==> src/rtl/parity_scan_display.sv <==
// rtl/parity_scan_display.sv - per-channel switch parity on a scanned active-low 7-segment display
//
// Purpose:
//   Splits the switch bus into NUM_DIGITS channels of CH_WIDTH bits. Each channel
//   goes through a two-flop synchroniser and then an XOR reduction, and the result
//   is held in a registered parity bit (1 = odd). One digit per channel is scanned
//   onto a shared segment bus. Odd parity shows 'O' and even parity shows 'E'.
//
// Ports:
//   clk_i       in   1                      system clock
//   rst_n_i     in   1                      asynchronous active-low reset
//   sw_i        in   NUM_DIGITS*CH_WIDTH    raw switches, channel k = sw_i[k*CH_WIDTH +: CH_WIDTH]
//   freeze_i    in   1                      synchronous hold of the parity registers
//   led7_seg_o  out  8                      {a,b,c,d,e,f,g,dp}, active-low, registered
//   led7_an_o   out  NUM_DIGITS             digit anodes, active-low one-hot, registered
//   parity_o    out  NUM_DIGITS             registered parity per channel
//
// Optional build macro:
//   GHOST_BLANK_EN - blanks the display for the last prescaler cycle of every digit.
//                    This suppresses ghosting at each digit change.

module parity_scan_display #(
  parameter int CH_WIDTH   = 8,
  parameter int NUM_DIGITS = 4,
  parameter int PRESCALE   = 50000
) (
  input  logic                           clk_i,
  input  logic                           rst_n_i,
  input  logic [NUM_DIGITS*CH_WIDTH-1:0] sw_i,
  input  logic                           freeze_i,
  output logic [7:0]                     led7_seg_o,
  output logic [NUM_DIGITS-1:0]          led7_an_o,
  output logic [NUM_DIGITS-1:0]          parity_o
);

  localparam int PW = (PRESCALE > 1) ? $clog2(PRESCALE) : 1;
  localparam int IW = (NUM_DIGITS > 1) ? $clog2(NUM_DIGITS) : 1;
  localparam logic [PW-1:0] PRESC_LAST = PW'(PRESCALE - 1);
  localparam logic [IW-1:0] IDX_LAST   = IW'(NUM_DIGITS - 1);
  localparam logic [7:0] SEG_ODD   = 8'b00000011;
  localparam logic [7:0] SEG_EVEN  = 8'b01100001;
  localparam logic [7:0] SEG_BLANK = 8'hFF;

  logic [NUM_DIGITS*CH_WIDTH-1:0] r_sync1;
  logic [NUM_DIGITS*CH_WIDTH-1:0] r_sync2;
  logic [NUM_DIGITS-1:0]          r_parity;
  logic [PW-1:0]                  r_presc;
  logic [IW-1:0]                  r_idx;
  logic [NUM_DIGITS-1:0]          r_an;
  logic [7:0]                     r_seg;

  logic [NUM_DIGITS-1:0]          w_parity_next;
  logic [NUM_DIGITS-1:0]          w_sel_onehot;
  logic [NUM_DIGITS-1:0]          w_an_next;
  logic [7:0]                     w_seg_next;
  logic                           w_presc_last;
  logic                           w_sel_odd;

  // Two-stage synchroniser for the asynchronous switch inputs.
  always_ff @(posedge clk_i or negedge rst_n_i) begin
    if (!rst_n_i) begin
      r_sync1 <= '0;
      r_sync2 <= '0;
    end else begin
      r_sync1 <= sw_i;
      r_sync2 <= r_sync1;
    end
  end

  always_comb begin
    w_parity_next = '0;
    for (int k = 0; k < NUM_DIGITS; k++) begin
      w_parity_next[k] = ^r_sync2[k*CH_WIDTH +: CH_WIDTH];
    end
  end

  // freeze_i comes from logic on clk_i, so it is used without a synchroniser.
  always_ff @(posedge clk_i or negedge rst_n_i) begin
    if (!rst_n_i) begin
      r_parity <= '0;
    end else if (!freeze_i) begin
      r_parity <= w_parity_next;
    end
  end

  assign w_presc_last = (r_presc == PRESC_LAST);

  // Scan timing: the digit index steps on the same edge that wraps the prescaler.
  always_ff @(posedge clk_i or negedge rst_n_i) begin
    if (!rst_n_i) begin
      r_presc <= '0;
      r_idx   <= '0;
    end else if (w_presc_last) begin
      r_presc <= '0;
      r_idx   <= (r_idx == IDX_LAST) ? '0 : r_idx + IW'(1);
    end else begin
      r_presc <= r_presc + PW'(1);
    end
  end

  // The one-hot digit select is built by comparison rather than by indexing.
  // This keeps index widths consistent for any NUM_DIGITS, including 1.
  always_comb begin
    w_sel_onehot = '0;
    for (int k = 0; k < NUM_DIGITS; k++) begin
      w_sel_onehot[k] = (r_idx == IW'(k));
    end
  end

  assign w_sel_odd = |(r_parity & w_sel_onehot);

  always_comb begin
    w_an_next  = ~w_sel_onehot;
    w_seg_next = w_sel_odd ? SEG_ODD : SEG_EVEN;
`ifdef GHOST_BLANK_EN
    if (w_presc_last) begin
      w_an_next  = '1;
      w_seg_next = SEG_BLANK;
    end
`else
`endif
  end

  // The output register lags idx and parity by one cycle.
  always_ff @(posedge clk_i or negedge rst_n_i) begin
    if (!rst_n_i) begin
      r_an  <= '1;
      r_seg <= SEG_BLANK;
    end else begin
      r_an  <= w_an_next;
      r_seg <= w_seg_next;
    end
  end

  assign led7_an_o  = r_an;
  assign led7_seg_o = r_seg;
  assign parity_o   = r_parity;

endmodule

==> config.mk <==
export PLATFORM = sky130hd
export DESIGN_NAME = parity_scan_display
export DESIGN_NICKNAME = d
export VERILOG_FILES = /design/src/rtl/parity_scan_display.sv
export SDC_FILE = /design/constraint.sdc
export NUM_CORES = 1
export LEC_CHECK = 0
export CAP_MARGIN = 20
export CORE_ASPECT_RATIO = 0.75
export CORE_MARGIN = 4
export CORE_UTILIZATION = 52
export DETAILED_ROUTE_END_ITERATION = 6
export GPL_TIMING_DRIVEN = 0
export PLACE_DENSITY = 0.78
export SYNTH_ARGS = -nofsm -noshare
export SYNTH_HDL_FRONTEND = slang
export SYNTH_SLANG_ARGS = --single-unit
==> constraint.sdc <==
create_clock -name clk_i -period 1.7 [get_ports clk_i]
set_input_delay 0.17 -clock clk_i [delete_from_list [all_inputs] [get_ports clk_i]]
set_output_delay 0.17 -clock clk_i [all_outputs]
set_load 0.01 [all_outputs]
## After elaboration in Yosys (flattened, before gate mapping)

Cells that the tools add are included.

| cells by class | value |
|---|---|
| $add $sub $neg | 2 |
| multipliers | 0 |
| div/mod/pow operators | 0 |
| order comparisons | 0 |
| eq/ne operators | 4 |
| shifts and indexed selects | 0 |
| multiplexer cells | 3 |
| bitwise operators | 2 |
| reductions and logical operators | 6 |

Operators with widths:

| operator | number |
|---|---|
| $reduce_xor 8->1 | 4 |
| $add 16x1->16 const B | 1 |
| $eq 16x16->1 const B | 1 |
| $mux 16 | 1 |
| $mux 7 | 1 |
| $and 4x4->4 | 1 |
| $eq 2x2->1 const B | 2 |
| $not 4->4 | 1 |
| $reduce_or 4->1 | 1 |
| $add 2x1->2 const B | 1 |
| $eq 2x1->1 const B | 1 |
| $logic_not 2->1 | 1 |
| $mux 2 | 1 |

| storage, ports and cells | value |
|---|---|
| bits in registers | 98 |
| bits in latches | 0 |
| memory bits (writable) | 0 |
| ROM bits | 0 |
| input bits | 35 |
| output and inout bits | 16 |
| memories kept | 0 |

## Longest topological paths before layout

| logic depth | value |
|---|---|
| word-level depth | 4 |
| depth in mapped cells | 6 |
| gate-level depth less buffers | 5 |

## Worst setup path after synthesis

OpenSTA, ideal clock, no wires.

| path | value |
|---|---|
| kind | register -> register |
| start point | register r_presc[0] |
| end point | register r_idx[0] |
| setup time | 0.120 ns |
| arrival time | 1.366 ns |
| slack | 0.214 ns |
| cell stages (with the launch flop) | 6 |
| clock period less this slack | 1.486 ns |
| cells stage by stage | dfrtp_1 -> ha_1 -> and4_1 -> and4_1 -> buf_6 -> a31o_2 |

| on the way | value |
|---|---|
| longest elaborated chain between the ends | 1 |

Ends and longest elaborated chain:

| item | line | source |
|---|---|---|
| start: declaration | 47 | `logic [PW-1:0] r_presc;` |
| start signal: assignment | 97 | `r_presc <= r_presc + PW'(1);` |
| $eq 16x16->1 | 86 | `assign w_presc_last = (r_presc == PRESC_LAST);` |
| end signal: assignment | 95 | `r_idx <= (r_idx == IDX_LAST) ? '0 : r_idx + IW'(1);` |
| end: declaration | 48 | `logic [IW-1:0] r_idx;` |

Every way passes these cells.
A chain may end at the register's enable or synchronous reset.

## Worst setup path after layout

Ends and elaborated chain as after synthesis.

==> results.md <==
- Summing over every cut layer, the via total after detailed routing is 1579.
- For this run, the leading register cell type out of synthesis is sky130_fd_sc_hd__dfrtp_1.
- The worst hold-check path type is in2async.
- After synthesis, the most frequently instantiated cells are 86 x sky130_fd_sc_hd__dfrtp_1, 30 x sky130_fd_sc_hd__xnor2_1, 10 x sky130_fd_sc_hd__xor2_1.
- From synthesis to final layout, the design area changed by 26.18%.
- The total power per unit cell area is 1114 nW/µm².
- The startpoint kind of the worst setup timing path is a register.
- In the final routed layout, each cell accounts on average for 12.08 µm.
- Across the VDD grid, the largest voltage drop is 0.8147 mV.
- The number of buffers and inverters on the critical path is 1.
- The cell internal power dissipation is 3.405 mW.
- The detail-routed via count per cell is 4.577.
- The final count of hold timing violations is 0.
- The total nets after synthesis is 240.
- The flow ran to the end, and the final reports show no timing, DRC or antenna violations.
- The tree built by TritonCTS fans out to 93 sinks.
- The HPWL after detailed placement is 2.942 mm.
- The number of iterations in the first detailed-routing pass is 4.
- The final period utilization is 0.9599.
- The final max-slew violation count was 0.
- The startpoint of the worst setup timing path is r_presc[0].
- The placeable core region is 5856 µm².
- Once detail routing completed, the nets flagged for antenna violations numbered 0.
- The critical path is of the reg2reg type.
- The worst slack after detailed placement is 0.07640 ns.
- 51 I/O pins were placed.
- The count of distinct cell types in the synthesized netlist is 27.
- Of the total power, combinational logic draws 0.119.
- The die covers 7378 µm².
- The floorplan has 24 rows.
- The most frequent cell after synthesis is sky130_fd_sc_hd__dfrtp_1.
- The setup-violating endpoint count in the final report is 0.
- The required time reported for the critical path endpoint is 1.95 ns.
- The share of total power dissipated in sequential elements is 0.551.
- The synthesized netlist cell count is 200.
- Across every metal layer, demand over resource in global routing totals 0.1304.
- The synthesized design contains 93 register bits.
- The maximum clock frequency is 612.8 MHz.
- The worst hold slack after final layout is 0.2164 ns.
- At the end of routability-driven placement, the weighted congestion stood at 0.7624.
- In this run the number of H-tree levels came out at 3.
- The finished layout holds 345 standard cells, fillers aside.
- Broken down by cell family, the worst path's largest delay share belongs to simple AND/OR/NAND/NOR gates.
- The number of flops mapped to enable cells by yosys is 0.
- The analysis attributes to cell leakage a power of 1.729 nW.
- The least setup slack across all paths after layout is 0.06811 ns.
- The total grt overflow is 0.
- The maximum number of buffers from clock root to sink is 2.
- The share of async-settable or async-resettable flops after synthesis is 1.000.
- The number of nets in the final layout is 302.
- Port buffering added 49 buffers.
- Counting tap cells, the placed design contains a total of 328 instances.
- For this run, design rule violations remaining after detail routing come to 0.
- The time the final worst path needs with I/O delays and setup is 1.632 ns.
- TritonCTS built the clock tree.
- The via count of the first global-routing pass was 1544.
- At the worst endpoint, the arrival time is 1.88 ns.
- Setup repair after global routing left no endpoint under its margin.
- Of the post-synthesis cell area, the dominant cell type holds 0.6834.
- The initial antenna violation count is 0.
- The signal on the critical path passes through ha_1, and4_1, and4_2, buf_6, a31o_2.
- For this run, the share of the core covered by cells in the final layout is 0.6786.
- After synthesis the cells add up to 3149 µm².
- The die is 97.86 µm wide.
- The slowest cell on the critical path is sky130_fd_sc_hd__dfrtp_1.
- Clock-pin slew was measured on the worst setup and hold paths at 0.09 ns.
- In this design, the stage delay of the slowest critical-path cell is 0.41 ns.
- During synthesis, Yosys emitted a total of 0 warnings.
- Each instance of the synthesized netlist takes up on average 15.75 µm².
- Between clock sinks in the finished design, the worst skew comes to 0.005764 ns.
- Counting the fill cells in the layout gives 405.
- The switching share of power is 0.2311.
- The worst setup path is captured at a register.
- The largest total area in the synthesized netlist belongs to sky130_fd_sc_hd__dfrtp_1.
- The cell area reported after detailed placement is 3762 µm².
- The global-route wire length before repair is 7.093 mm.
- The sequential cell area fraction in the yosys report is 0.7418.
- The pin count of the biggest net entering global routing is 78.
- Ranked by total cell area, the synthesized netlist is headed by sky130_fd_sc_hd__dfrtp_1 68%, sky130_fd_sc_hd__xnor2_1 8.3%, sky130_fd_sc_hd__dfstp_2 5.8%.
- Measured along the y axis, the die boundary spans 75.40 µm.
- The finished cells cover 3974 µm².
- Summed over all nets, the switching power comes to 1.023 mW.
- The number of maximum-capacitance violations is 0.
- Along the worst path, the maximum fanout reaches 10.
- The number of design-rule violations left by the first detailed-router iteration is 45.
- The final layout contains routed wiring with a total length of 4.169 mm.
- The fraction of power consumed by the clock network is 0.330.
- The effective utilization at floorplan is 0.5378.
- The total setup buffers inserted after CTS is 0.
- The count of antenna diodes in the layout is 0.
- In this run, CTS created clock tree buffers numbering 9.
- The ratio of cells with drive above 1 in the final layout is 0.1498.
- The source-to-sink clock delay at the later pin of the worst-skew pair is 0.35 ns.
- The cell at the root of the clock tree is sky130_fd_sc_hd__clkbuf_8.
- The worst register-to-register path begins at r_presc[0].
-- layout make-up --
class / count / area (µm²) / area share
plain buffers: 7 / 60.06 / 0.01511
clock buffers: 10 / 127.6 / 0.03212
clock inverters: 6 / 77.57 / 0.01952
inverters: 7 / 26.28 / 0.006612
multi-input cells: 93 / 728.2 / 0.1832
flip-flops and latches: 93 / 2336 / 0.5878
well taps: 78 / 97.59 / 0.02456
repair buffers: 51 / 520.5 / 0.1310
-- metrics by stage --
stage / TNS (ns) / total power, mW
floorplan: 0 / 2.696
global placement: -232.88 / 3.013
detailed placement: 0 / 3.034
CTS: 0 / 4.509
global route: 0 / 4.652
finish: 0 / 4.428
-- placed cells by master (no fill, tap or decap), drive strengths merged, types with 2 or more instances in the layout --
master	count
dfrtp	86
clkdlybuf4s50	44
xnor2	30
inv	11
xor2	10
clkbuf	10
buf	9
nor2	8
dfstp	7
nand3	6
nand2	5
ha	5
and4	5
mux2	4
dlygate4sd2	4
nand4	3
o21ai	3
nor4b	2
and3	2
a22oi	2
conb	2
-- worst paths after layout --
path / depth (start not counted) / slack, ns / endpoint
min reg2reg: 0 / 0.35 / r_sync2[9]
max reg2reg: 5 / 0.07 / r_idx[0]
max: 5 / 0.07 / r_idx[0]
min: 2 / 0.22 / r_sync1[13]
max in group asynchronous: 3 / 0.85 / led7_an_o[2]
min in group clk_i: 1 / 0.24 / r_sync1[16]
-- power groups by stage --
stage | registers (mW) | logic [mW] | clock network (mW)
6_report | 2.44 | 0.526 | 1.46
5_1_grt | 2.46 | 0.572 | 1.62
4_1_cts | 2.44 | 0.543 | 1.52
3_5_place_dp | 2.49 | 0.549 | 0
3_3_place_gp | 2.48 | 0.532 | 0
2_1_floorplan | 2.50 | 0.192 | 0
-- per-layer routing --
| metal | GRT usage | routed length, µm |
|---|---|---|
| met3 | 0.06404 | 327 |
| met5 | 0 | 0 |
| met4 | 0.05069 | 76 |
| met2 | 0.2202 | 2046 |
| met1 | 0.1461 | 1719 |
-- kinds of logic (layout without fill, tap and decap cells) --
kind of cell	count (synthesis)	count (layout)	share of synthesized area
compound gates	7	7	0.01510
xor+xnor	40	40	0.1112
fa+ha+maj	5	5	0.01986
buf+inv	14	81	0.02742
flops	93	93	0.7418
mux	4	4	0.01430
other cells	2	2	0.002385
simple gates	35	35	0.06794
-- state kept, by name, indices dropped and copies added (netlist names) --
name,count
r_presc,16
led7_an_o,4
parity_o,4
r_idx,2
led7_seg_o,3
r_sync1,32
r_sync2,32
-- repair_timing --
item | 4_1_cts | 5_1_grt
hold endpoints to repair | 16 | 0
setup endpoints to repair | 4 | 1
resized for setup | 4 | 1
hold buffers | 1 | 0
(Power assumes the default switching activity.)
